[config.mk]
export PLATFORM = sky130hd
export DESIGN_NAME = temp_conv_scheduler
export DESIGN_NICKNAME = d
export VERILOG_FILES = /design/src/rtl/temp_conv_scheduler.sv
export SDC_FILE = /design/constraint.sdc
export NUM_CORES = 1
export LEC_CHECK = 0
export ABC_AREA = 1
export ABC_CLOCK_PERIOD_IN_PS = 5700
export BUFFER_PORTS_ARGS = -buffer_cell sky130_fd_sc_hd__buf_2
export CORE_UTILIZATION = 45
export CTS_CLUSTER_SIZE = 10
export DETAILED_ROUTE_END_ITERATION = 7
export PLACE_DENSITY_LB_ADDON = 0.25
export SLEW_MARGIN = 10
export SYNTH_ARGS = -nofsm -noshare
export SYNTH_HDL_FRONTEND = slang
export SYNTH_SLANG_ARGS = --single-unit
[constraint.sdc]
create_clock -name clk -period 5.7 [get_ports clk]
set_input_delay 0.57 -clock clk [delete_from_list [all_inputs] [get_ports clk]]
set_output_delay 0.57 -clock clk [all_outputs]
set_load 0.03 [all_outputs]
[src/rtl/temp_conv_scheduler.sv]
// Round-robin scheduler sharing one temperature-to-ADC converter among N_CH setpoint channels.
// Each grant clamps the channel temperature, restarts the converter, waits out its latency and stores the code.
//
// state   | meaning
// --------+-------------------------------------------------------------
// IDLE    | no conversion in flight; converter released from reset
// GRANT   | pick next requester from rr_ptr, clamp and latch its setpoint
// LOAD    | converter held in reset for one cycle with the new temperature
// WAIT    | converter settling, counter runs 0..SETTLE-1
// CAPTURE | store converter code for sel, pulse ack/range_err next cycle
module temp_conv_scheduler #(
   parameter int N_CH     = 4,
   parameter int SETTLE   = 24,
   parameter int TEMP_MIN = -55,
   parameter int TEMP_MAX = 299
) (
   input  logic                     clk,
   input  logic                     reset,
   input  logic [N_CH-1:0]          req,
   input  logic [12*N_CH-1:0]       req_temp,
   output logic [N_CH-1:0]          ack,
   output logic                     range_err,
   output logic [12*N_CH-1:0]       adc_out,
   output logic [N_CH-1:0]          adc_valid,
   output logic                     busy,
   output logic signed [11:0]       conv_temp,
   output logic                     conv_rst,
   input  logic [11:0]              conv_adc
);

   localparam int SW = (N_CH > 1) ? $clog2(N_CH) : 1;
   localparam int CW = $clog2(SETTLE);
   localparam logic [CW-1:0]     CNT_LAST = CW'(SETTLE - 1);
   localparam logic [SW-1:0]     CH_LAST  = SW'(N_CH - 1);
   localparam logic signed [11:0] T_MIN   = 12'(TEMP_MIN);
   localparam logic signed [11:0] T_MAX   = 12'(TEMP_MAX);

   typedef enum logic [2:0] {
      S_IDLE    = 3'd0,
      S_GRANT   = 3'd1,
      S_LOAD    = 3'd2,
      S_WAIT    = 3'd3,
      S_CAPTURE = 3'd4
   } state_t;

   state_t               state_q, state_d;
   logic [SW-1:0]        sel_q, sel_d;
   logic [SW-1:0]        rr_ptr_q, rr_ptr_d;
   logic [CW-1:0]        cnt_q, cnt_d;
   logic signed [11:0]   conv_temp_q, conv_temp_d;
   logic                 clamp_q, clamp_d;
   logic                 conv_rst_q, conv_rst_d;
   logic [N_CH-1:0]      ack_q, ack_d;
   logic                 range_err_q, range_err_d;
   logic [12*N_CH-1:0]   adc_out_q, adc_out_d;
   logic [N_CH-1:0]      adc_valid_q, adc_valid_d;

   logic [SW-1:0]        pick, pick_hi, pick_lo;
   logic                 found_hi;
   logic signed [11:0]   temp_raw, temp_clamped;
   logic                 clamp_hit;

   // Lowest set request at or above rr_ptr wins; otherwise wrap to the lowest set request.
   always_comb begin
      pick_hi  = '0;
      pick_lo  = '0;
      found_hi = 1'b0;
      for (int i = N_CH - 1; i >= 0; i--) begin
         if (req[i]) begin
            pick_lo = SW'(i);
            if (SW'(i) >= rr_ptr_q) begin
               pick_hi  = SW'(i);
               found_hi = 1'b1;
            end
         end
      end
      pick = found_hi ? pick_hi : pick_lo;
   end

   always_comb begin
      temp_raw = '0;
      for (int i = 0; i < N_CH; i++) begin
         if (SW'(i) == pick) begin
            temp_raw = req_temp[12*i +: 12];
         end
      end
      temp_clamped = temp_raw;
      clamp_hit    = 1'b0;
      if (temp_raw < T_MIN) begin
         temp_clamped = T_MIN;
         clamp_hit    = 1'b1;
      end else if (temp_raw > T_MAX) begin
         temp_clamped = T_MAX;
         clamp_hit    = 1'b1;
      end
   end

   always_comb begin
      state_d     = state_q;
      sel_d       = sel_q;
      rr_ptr_d    = rr_ptr_q;
      cnt_d       = cnt_q;
      conv_temp_d = conv_temp_q;
      clamp_d     = clamp_q;
      conv_rst_d  = 1'b0;
      ack_d       = '0;
      range_err_d = 1'b0;
      adc_out_d   = adc_out_q;
      adc_valid_d = adc_valid_q;

      case (state_q)
         S_IDLE: begin
            if (|req) begin
               state_d = S_GRANT;
            end
         end
         S_GRANT: begin
            if (|req) begin
               sel_d       = pick;
               conv_temp_d = temp_clamped;
               clamp_d     = clamp_hit;
               conv_rst_d  = 1'b1;
               state_d     = S_LOAD;
            end else begin
               state_d = S_IDLE;
            end
         end
         S_LOAD: begin
            cnt_d   = '0;
            state_d = S_WAIT;
         end
         S_WAIT: begin
            if (cnt_q == CNT_LAST) begin
               state_d = S_CAPTURE;
            end else begin
               cnt_d = cnt_q + 1'b1;
            end
         end
         S_CAPTURE: begin
            for (int i = 0; i < N_CH; i++) begin
               if (SW'(i) == sel_q) begin
                  adc_out_d[12*i +: 12] = conv_adc;
                  adc_valid_d[i]        = 1'b1;
                  ack_d[i]              = 1'b1;
               end
            end
            range_err_d = clamp_q;
            rr_ptr_d    = (sel_q == CH_LAST) ? '0 : sel_q + 1'b1;
            state_d     = S_IDLE;
         end
         default: begin
            state_d = S_IDLE;
         end
      endcase
   end

   always_ff @(posedge clk or negedge reset) begin
      if (!reset) begin
         state_q     <= S_IDLE;
         sel_q       <= '0;
         rr_ptr_q    <= '0;
         cnt_q       <= '0;
         conv_temp_q <= '0;
         clamp_q     <= 1'b0;
         conv_rst_q  <= 1'b1;
         ack_q       <= '0;
         range_err_q <= 1'b0;
         adc_out_q   <= '0;
         adc_valid_q <= '0;
      end else begin
         state_q     <= state_d;
         sel_q       <= sel_d;
         rr_ptr_q    <= rr_ptr_d;
         cnt_q       <= cnt_d;
         conv_temp_q <= conv_temp_d;
         clamp_q     <= clamp_d;
         conv_rst_q  <= conv_rst_d;
         ack_q       <= ack_d;
         range_err_q <= range_err_d;
         adc_out_q   <= adc_out_d;
         adc_valid_q <= adc_valid_d;
      end
   end

   assign ack       = ack_q;
   assign range_err = range_err_q;
   assign adc_out   = adc_out_q;
   assign adc_valid = adc_valid_q;
   assign busy      = (state_q != S_IDLE);
   assign conv_temp = conv_temp_q;
   assign conv_rst  = conv_rst_q;

endmodule

* Yosys cells after proc, flatten, opt, wreduce, memory -nomap -nowiden *
Index checks and enable logic that the tools add are counted.

cells by class
  $add $sub $neg = 2
  magnitude comparators = 6
  equal/unequal tests = 15
  multiplexer cells = 44
  reduce and logical (&&, ||, !) cells = 13

operators with widths
  operator                                                                 number
  12-bit two-way mux                                                       6
  2-bit two-way mux                                                        15
  1-bit two-way mux                                                        17
  2-bit AND reduction                                                      7
  12-bit by 10-bit > comparator with 1-bit output (second input constant)  1
  12-bit by 7-bit < comparator with 1-bit output (second input constant)   1
  3-bit case mux with 4 select lines                                       1
  5-bit case mux with 2 select lines                                       1
  2-bit equality test (first input constant)                               4
  3-bit by 2-bit equality test with 1-bit output (second input constant)   2
  3-bit two-way mux                                                        2
  2-bit != test (second input constant)                                    3
  5-bit by 1-bit adder with 5-bit output (second input constant)           1
  5-bit equality test (second input constant)                              1
  5-bit two-way mux                                                        1
  1-bit by 2-bit equality test with 1-bit output (first input constant)    2
  1-bit by 2-bit >= comparator with 1-bit output (first input constant)    2
  2-bit >= comparator (first input constant)                               2
  2-bit zero test                                                          2
  4-bit two-way mux                                                        1
  4-bit OR reduction                                                       1
  3-bit by 1-bit equality test with 1-bit output (second input constant)   1
  3-bit equality test (second input constant)                              1
  3-bit zero test                                                          1
  other kinds (4)                                                          4

word-level totals
  register bits after elaboration = 83
  bits of input ports = 66
  output and inout port bits = 71
  logic and storage cells = 97

* Depth between registers and ports, before layout *
Gate-level depths: netlist (run 1).

  depth in word-level cells = 18
  depth in mapped cells = 20
  mapped depth without buffers = 20

* Least setup slack after synthesis (run 1) *
Ideal clock, no wire load.

  path kind = input-to-reg
  from = input req[1]
  to = register conv_temp_q[6], in the netlist conv_temp[6]
  setup time = 0.121 ns
  arrival = 1.880 ns
  data required time = 5.579 ns
  slack = 3.699 ns
  cell stages on the path = 14
  path buffers = 1
  cells stage by stage = inv_1 nor2_1 a21oi_1 nand2_2 buf_6 nand2_2 inv_2 a22o_1 inv_2 nand3_1 inv_1 nand2_4 nand2_2 o21ai_2

between the ends
  word-level cells in the longest chain between the ends = 12
  elaborated cells between the ends (all ways) = 23
  classes of those cells = order compare (2); eq/ne (3); mux (15); reduce/logical (3)

RTL lines
  element                                                        RTL line  source
  start: declaration                                             19        input logic [N_CH-1:0] req,
  2-bit two-way mux / 1-bit two-way mux (equally long branches)  69        if (req[i]) begin
  2-bit two-way mux / 1-bit two-way mux (equally long branches)  71        if (SW'(i) >= rr_ptr_q) begin
  2-bit two-way mux / 1-bit two-way mux (equally long branches)  69
  2-bit two-way mux                                              77        pick = found_hi ? pick_hi : pick_lo;
  2-bit zero test                                                83        if (SW'(i) == pick) begin
  12-bit two-way mux (4 in series)                               83
  12-bit by 10-bit > comparator with 1-bit output                92        end else if (temp_raw > T_MAX) begin
  12-bit two-way mux                                             92
  12-bit two-way mux                                             89        if (temp_raw < T_MIN) begin
  end signal: assignment                                         175       conv_temp_q <= conv_temp_d;
  end: declaration                                               50        logic signed [11:0] conv_temp_q, conv_temp_d;

Several ways; a longest one is shown, not always the timed one.
A chain may end at the register's enable or synchronous reset.

* Worst setup path after layout (run 1) *
  from = register rr_ptr_q[1]
  to = register conv_temp_q[0], in the netlist conv_temp[0]

between the ends
  word-level cells in the longest chain between the ends = 18
  elaborated cells between the ends (all ways) = 33
  classes of those cells = order compare (6); eq/ne (3); mux (23); reduce/logical (1)

RTL lines
  element                                                        RTL line  source
  start: declaration                                             48        logic [SW-1:0] rr_ptr_q, rr_ptr_d;
  start signal: assignment                                       173       rr_ptr_q <= rr_ptr_d;
  2-bit >= comparator                                            71
  2-bit two-way mux / 1-bit two-way mux (equally long branches)  71
  2-bit two-way mux / 1-bit two-way mux (equally long branches)  69
  2-bit two-way mux / 1-bit two-way mux (equally long branches)  71
  2-bit two-way mux / 1-bit two-way mux (equally long branches)  69
  2-bit two-way mux / 1-bit two-way mux (equally long branches)  71
  2-bit two-way mux / 1-bit two-way mux (equally long branches)  69
  2-bit two-way mux / 1-bit two-way mux (equally long branches)  71
  2-bit two-way mux / 1-bit two-way mux (equally long branches)  69
  2-bit two-way mux (*)                                          77
  2-bit zero test                                                83
  12-bit two-way mux (3 in series)                               83
  12-bit two-way mux (*)                                         83
  12-bit by 10-bit > comparator with 1-bit output                92
  12-bit two-way mux                                             92
  12-bit two-way mux (*)                                         89

Every way passes the cells marked *; elsewhere a longest branch is shown, timed or not.

==> metrics.md, run 1 <==
| Metric | Value |
|---|---|
| Worst Tran Pin Value | `1.01 ns` |
| DR iter-0 viols | `122` |
| Die area | `8670 um2` |
| Worst r2r path cells | `14` |
| Flop and latch count out of synthesis | `83` |
| Worst path cell trace | `nor2_1, nand2_2, nand3_1, nor2_2, nor2_2, nand2_1, nand4_1, nand3_1, nor2_1, nand2_1, nand2_2, nand3_1, nand2_1, nand2_1` |
| CP Data Arrival Time | `2.52 ns` |
| Worst-skew pair later-pin latency | `0.34 ns` |
| Placed Cells incl. Taps | `666` |
| Leakage | `2.58 nW` |
| Drt wl/cell | `12.8 um` |
| Gpl congestion | `0.789` |
| Unique masters post-synth | `32` |
| Crit Path Class | `reg2reg` |
| Worst path slowest cell | `dfrtp_1` |
| Largest net degree at the start of global routing | `84` |
| Die height | `93.1 um` |
| Maximum root-to-sink buffer count | `2` |
| Drc violations | `0` |
| Top post-synthesis cells by count | `141 x nand2_1, 82 x dfrtp_1, 55 x o21ai_0` |
| Non-filler cells, final | `681` |
| Final-report max-slew violation count | `0` |
| Final #Nets | `646` |
| Routed vias | `3,378` |
| CP endpoint kind | `register` |
| Layout cells sized above 1 | `30.4%` |
| Power Density | `619 nW/um2` |
| RR Endpoint | `conv_temp[0]$_DFFE_PN0P_` |
| Fmax | `0.438 GHz` |
| ANT nets after route | `0` |
| Req. time, crit path | `5.93 ns` |
| Crit share post-route | `40.1%` |
| Drt total wl | `8690 um` |
| Syn Inst Count | `438` |
| Row cnt | `32` |
| CP most frequent cell | `nand2_1` |
| Register area share after synthesis | `55.6%` |
| Outcome | `complete, no violations` |
| Peak supply drop | `0.000297 V` |
| Final setup fails | `0` |
| Reg clk slew, reported paths | `0.08 ns` |
| H-tree Lvls | `3` |
| Initial Util | `47.4%` |
| Drt via density | `4.96` |
| First-pass DRT Iterations | `4` |
| Core area | `7890 um2` |
| Synth top area share | `54.9%` |
| CTS root buffer | `clkbuf_8` |
| R2R Setup Slk | `3.42 ns` |
| Tmin final | `2.28 ns` |
| Worst Skew | `0.00851 ns` |
| CP Max Fanout | `8` |
| RSZ-0062 raised after global routing | `no` |
| Startpoint types | `register` |
| Ys flop type | `dfrtp_1` |
| EDFF count, synth | `0` |
| Die width | `93.1 um` |
| Net Count, Synth | `509` |
| Overflow after GRT | `0` |
| Most common cell in the netlist | `nand2_1` |
| Yosys warning count | `0` |
| Post-synthesis average cell area | `8.53 um2` |
| Crit-path max cell delay | `0.42 ns` |
| Setup total negative slack | `0 ns` |
| Antenna violations before repair | `0` |
| CTS tree | `done` |
| Final hold vios | `0` |
| Cts hold-fix bufs | `0` |
| Slew Limit Headroom | `32.9%` |
| Post-CTS Resized | `0` |
| CTS buffer count | `9` |
| Leading area contributor after synthesis | `dfrtp_1` |
| Area Growth Syn to Fin | `25.5%` |
| CTS sink cnt | `83` |
| First-pass GRT wire length | `14,600 um` |
| Antenna cell count | `0` |
| Hold crit path type | `in2async` |
| MaxCap Viol Count | `0` |
| DP HPWL | `6280 um` |
| Synth Cell Area | `3730 um2` |
| Overall Power | `2.90 mW` |
| Vias in the first global route | `3,214` |
| Postcts setup bufs | `0` |
| Synth async-reset ratio | `100%` |
| Most area-consuming cells after synthesis | `dfrtp_1 55%, nand2_1 14%, o21ai_0 7.4%` |
| IO Port Bufs | `136` |
| RR Startpoint | `rr_ptr_q[1]$_DFFE_PN0P_` |
| Total Routing Usage GR | `21.5%` |
| I/O Pins | `137` |
[layout make-up]
cell class,instances,area [um2]
tap,102,128
sequential,83,2080
clock buffer,11,131
multi-input combinational,297,1430
fill,730,3200
inverter,47,176
clock inverter,4,52.6
timing repair buffer,137,691
[stage by stage]
stage | area, um2 | setup WS (ns) | hold slack [ns] | util [%]
3_5_place_dp | 4500 | 3.24 | 0.459 | 57.1
3_3_place_gp | 4500 | 3.35 | 0.448 | 57.1
5_1_grt | 4690 | 3.21 | 0.474 | 59.4
4_1_cts | 4690 | 3.47 | 0.433 | 59.4
2_1_floorplan | 3730 | 3.70 | 0.274 | -
6_report | 4690 | 3.42 | 0.395 | 59.4
[logic make-up after synthesis]
family	synth area share [%]
adder cells (fa/ha/maj)	1.68
buffers and inverters	6.06
AO/OA/AOI/OAI	10.0
AND/OR/NAND/NOR	26.4
flip-flops	55.6
XOR/XNOR	0.235
[layer usage]
layer,wire length (um),part of all wire (%),track usage [%],vias to the layer above
li1,-,-,-,1671
met1,3860,44,27.4,1619
met2,4300,49,36.2,78
met3,430,4.9,5.69,10
met4,102,1.2,6.03,0
met5,0,0,0,-
[how the worst max path moves through the flow]
stage | from | endpoint | slack, ns | cells past startpoint
2_1_floorplan | req[1] | conv_temp[6]$_DFFE_PN0P_ | 3.70 | 14
5_1_grt | rr_ptr_q[1]$_DFFE_PN0P_ | conv_temp[0]$_DFFE_PN0P_ | 3.21 | 16
4_1_cts | rr_ptr_q[1]$_DFFE_PN0P_ | conv_temp[0]$_DFFE_PN0P_ | 3.47 | 14
6_report | rr_ptr_q[1]$_DFFE_PN0P_ | conv_temp[0]$_DFFE_PN0P_ | 3.42 | 14
3_3_place_gp | req[1] | conv_temp[0]$_DFFE_PN0P_ | 3.35 | 18
3_5_place_dp | req[1] | conv_temp[0]$_DFFE_PN0P_ | 3.24 | 18
[layout by cell type (no fill, tap or decap), types with 2 or more instances in the layout]
master,Yosys,final
inv_2,4,4
nor3_1,3,3
or2_2,5,5
nand2_2,6,6
nor2_2,2,2
a31oi_1,2,2
o21ai_1,3,3
buf_2,1,135
nor2_1,27,27
nand2_1,141,141
o21ai_2,2,2
o21ai_0,55,55
a22o_1,2,2
clkbuf_8,0,9
inv_1,43,43
nand4_1,10,10
a21oi_1,4,4
clkbuf_1,9,2
clkinvlp_4,0,3
nand2_4,2,2
buf_4,0,2
ha_1,5,5
dfrtp_1,82,82
nand3_1,19,19
[critical path, delay by kind of cell (launching register included)]
kind,cells,cell delay (ns)
flip-flops,1,0.42
AND/OR/NAND/NOR,14,1.75
[registers in the layout, summed over array words and instances, names as in the netlist]
signal     flops
clamp_q        1
adc_valid      4
ack            4
range_err      1
sel_q          2
cnt_q          5
rr_ptr_q       2
conv_rst       1
conv_temp     12
state_q        3
adc_out       48
[where the power goes]
| group | leakage, nW | internal (mW) | switching, mW |
|---|---|---|---|
| combinational | 1.54 | 0.436 | 1.05 |
| clock | 0.0816 | 0.201 | 0.202 |
| sequential | 0.957 | 0.858 | 0.151 |
Power figures use the tool's default switching activity.
==> run 2: changes to the inputs <==
Settings changed: ABC_CLOCK_PERIOD_IN_PS 5700 to 2009.
Clock period 5.7 ns to 2.01 ns, I/O delays scaled along.
==> run 2 against run 1 <==
Effect of this change: the run now ends with setup timing left; highest routed layer unchanged; clock skew is 0.0011 ns higher; power grew to 3.1 times the previous value; critical endpoint unchanged; setup slack worse by 3.5 ns; hold slack worse by 0.24 ns.
==> metrics.md, run 2 (synthesis results as in run 1) <==
| Metric | Value |
|---|---|
| CTS sink cnt | `83 (unchanged)` |
| Req. time, crit path | `2.25 ns (was 5.93 ns)` |
| CTS root buffer | `clkbuf_8 (unchanged)` |
| Failing checks | `setup timing` |
| Drt via density | `4.91 (was 4.96)` |
| Commonest non-fill, non-tap cells in the layout | `137 x nand2_1, 135 x buf_2, 82 x dfrtp_1 (was 141 x nand2_1, 135 x buf_2, 82 x dfrtp_1)` |
| Final hold vios | `0 (unchanged)` |
| Worst Tran Pin Value | `0.603 ns (was 1.01 ns)` |
| CP Max Fanout | `5 (was 8)` |
| Drt total wl | `9170 um (was 8690 um)` |
| CTS tree | `done (unchanged)` |
| Comb pwr share | `52.2% (was 51.4%)` |
| Final setup fails | `9 (was 0)` |
| Commonest non-fill, non-tap cell in the layout | `nand2_1 (unchanged)` |
| Antenna violations before repair | `0 (unchanged)` |
| Tmin final | `2.08 ns (was 2.28 ns)` |
| Power Density | `1780 nW/um2 (was 619 nW/um2)` |
| First-pass GRT wire length | `15,500 um (was 14,600 um)` |
| Worst path slowest cell | `dfrtp_1 (unchanged)` |
| Sw Pwr | `4.16 mW (was 1.41 mW)` |
| Die width | `93.1 um (unchanged)` |
| DP HPWL | `6740 um (was 6280 um)` |
| Final-report max-slew violation count | `0 (unchanged)` |
| Drt wl/cell | `13.0 um (was 12.8 um)` |
| Area Growth Syn to Fin | `34.6% (was 25.5%)` |
| Overall Power | `8.98 mW (was 2.90 mW)` |
| CP Data Arrival Time | `2.33 ns (was 2.52 ns)` |
| Fill cell count | `699 (was 730)` |
| Power Internal | `4.81 mW (was 1.49 mW)` |
| CTS buffer count | `9 (unchanged)` |
| Final #Nets | `671 (was 646)` |
| IO Port Bufs | `136 (unchanged)` |
| Worst path cell trace | `nand2_2, nand2_2, nand2_2, nand2_4, buf_4, buf_4, nand4_1, nand4_1, nand2_1, nand2_1, nand2_1, nand2_1, nand2_1, nand2_2, nand2_4, nand3_2, nand2_1, nand2_1 (was nor2_1, nand2_2, nand3_1, nor2_2, nor2_2, nand2_1, nand4_1, nand3_1, nor2_1, nand2_1, nand2_2, nand3_1, nand2_1, nand2_1)` |
| Antenna cell count | `0 (unchanged)` |
| Drc violations | `0 (unchanged)` |
| Total Routing Usage GR | `22.8% (was 21.5%)` |
| Routed vias | `3,470 (was 3,378)` |
| Seq pwr share | `32.0% (was 34.8%)` |
| RSZ-0062 raised after global routing | `yes (was no)` |
| Leakage | `2.76 nW (was 2.58 nW)` |
| Peak supply drop | `0.00104 V (was 0.000297 V)` |
| ANT nets after route | `0 (unchanged)` |
| Dpl ws | `-0.150 ns (was 3.24 ns)` |
| Worst Skew | `0.00959 ns (was 0.00851 ns)` |
| Slew Limit Headroom | `59.8% (was 32.9%)` |
| Largest net degree at the start of global routing | `43 (was 84)` |
| Row cnt | `32 (unchanged)` |
| Fmax | `0.480 GHz (was 0.438 GHz)` |
| First-pass DRT Iterations | `4 (unchanged)` |
| CP most frequent cell | `nand2_1 (unchanged)` |
| Maximum root-to-sink buffer count | `2 (unchanged)` |
| Die height | `93.1 um (unchanged)` |
| Initial Util | `47.4% (unchanged)` |
| DR iter-0 viols | `180 (was 122)` |
| Die area | `8670 um2 (unchanged)` |
| MaxCap Viol Count | `0 (unchanged)` |
| Startpoint types | `register (unchanged)` |
| Crit share post-route | `104% (was 40.1%)` |
| Core area | `7890 um2 (unchanged)` |
| Crit-path max cell delay | `0.43 ns (was 0.42 ns)` |
| Worst-skew pair later-pin latency | `0.35 ns (was 0.34 ns)` |
| Crit Path Class | `reg2reg (unchanged)` |
| Reg clk slew, reported paths | `0.08 ns (about the same)` |
| Overflow after GRT | `0 (unchanged)` |
| H-tree Lvls | `3 (unchanged)` |
| Vias in the first global route | `3,467 (was 3,214)` |
| Gpl congestion | `0.806 (was 0.789)` |
| Outcome | `finished, violations left (was complete, no violations)` |
| Fin worst setup slack | `-0.0714 ns (was 3.42 ns)` |
| Clock group share of total power | `15.8% (was 13.9%)` |
| I/O Pins | `137 (unchanged)` |
| Sw Share | `46.4% (was 48.5%)` |
| CP endpoint kind | `register (unchanged)` |
| Layout cells sized above 1 | `35.0% (was 30.4%)` |
| Max reg flops | `48 (unchanged)` |
| Hold crit path type | `in2reg (was in2async)` |
## run 2: changes by cell type in the layout (fill, tap and decap cells not counted), moves of 4 or more
cell,delta
buf_4,+19
nand3_2,+4
nand3_1,-4
nand2_2,+4
nand2_1,-4
## run 2: timing repair
item | 4_1_cts | 5_1_grt
endpoints found under the hold margin | 40 | 0
buffers inserted | 7 | 2
cloned | 2 | 0
setup endpoints to repair | 10 | 13
hold buffers | 1 | 0
gates resized for setup | 17 | 3
pin swaps | 11 | 7
## run 2: worst max-delay path, delay by kind of cell (launching register included)
| kind | cells | cell delay (ns) |
|---|---|---|
| AND/OR/NAND/NOR | 16 | 1.29 |
| buffers and inverters | 2 | 0.25 |
| flip-flops | 1 | 0.43 |
## run 2: final cells by class
class / instances / area, um2 / share of cell area (%)
timing repair buffer: 160 / 895 / 17.8
clock inverter: 4 / 97.6 / 1.94
multi-input combinational: 299 / 1500 / 29.9
tap: 102 / 128 / 2.54
sequential: 83 / 2080 / 41.3
clock buffer: 12 / 145 / 2.89
inverter: 47 / 184 / 3.66
## run 2: power by group through the flow
stage | Clock (mW) | Sequential (mW) | Combinational [mW]
floorplan | 0 | 4.15 | 1.77
global placement | 0 | 2.85 | 4.34
detailed placement | 0 | 2.88 | 4.46
CTS | 1.45 | 2.87 | 4.67
global route | 1.52 | 2.97 | 5.16
finish | 1.42 | 2.87 | 4.68
## run 2: stage by stage
stage          setup TNS, ns  hold WS, ns  util [%]  cells  cell area, um2
2_1_floorplan              0      -0.0946         -    438            3730
3_3_place_gp          -0.191        0.213      58.6    679            4630
3_5_place_dp          -0.944        0.220      58.6    679            4630
4_1_cts               -0.100        0.144      63.4    705            5000
5_1_grt                -2.55        0.156      63.8    707            5030
6_report              -0.388        0.156      63.8    707            5030
## run 2: per-layer routing
layer | vias to the layer above | wire, um | GRT usage [%] | part of all wire, %
met5 | - | 0 | 0 | 0
met4 | 0 | 163 | 6.54 | 1.8
met3 | 18 | 419 | 6.26 | 4.6
met2 | 79 | 4670 | 39.3 | 51
met1 | 1649 | 3920 | 28.0 | 43
li1 | 1724 | - | - | -
## run 2: path summary, 6_finish.rpt
path | slack, ns | endpoint | depth (start not counted) | from
setup reg to reg | -0.07 | conv_temp[0]$_DFFE_PN0P_ | 18 | rr_ptr_q[1]$_DFFE_PN0P_
min in group asynchronous | 0.37 | conv_temp[7]$_DFFE_PN0P_ | 2 | reset
max in group asynchronous | 1.04 | adc_out[45]$_DFFE_PN0P_ | 3 | reset
hold / removal | 0.16 | adc_out[5]$_DFFE_PN0P_ | 3 | conv_adc[5]
hold reg to reg | 0.46 | adc_valid[2]$_DFFE_PN0P_ | 1 | adc_valid[2]$_DFFE_PN0P_
setup / recovery | -0.07 | conv_temp[0]$_DFFE_PN0P_ | 18 | rr_ptr_q[1]$_DFFE_PN0P_
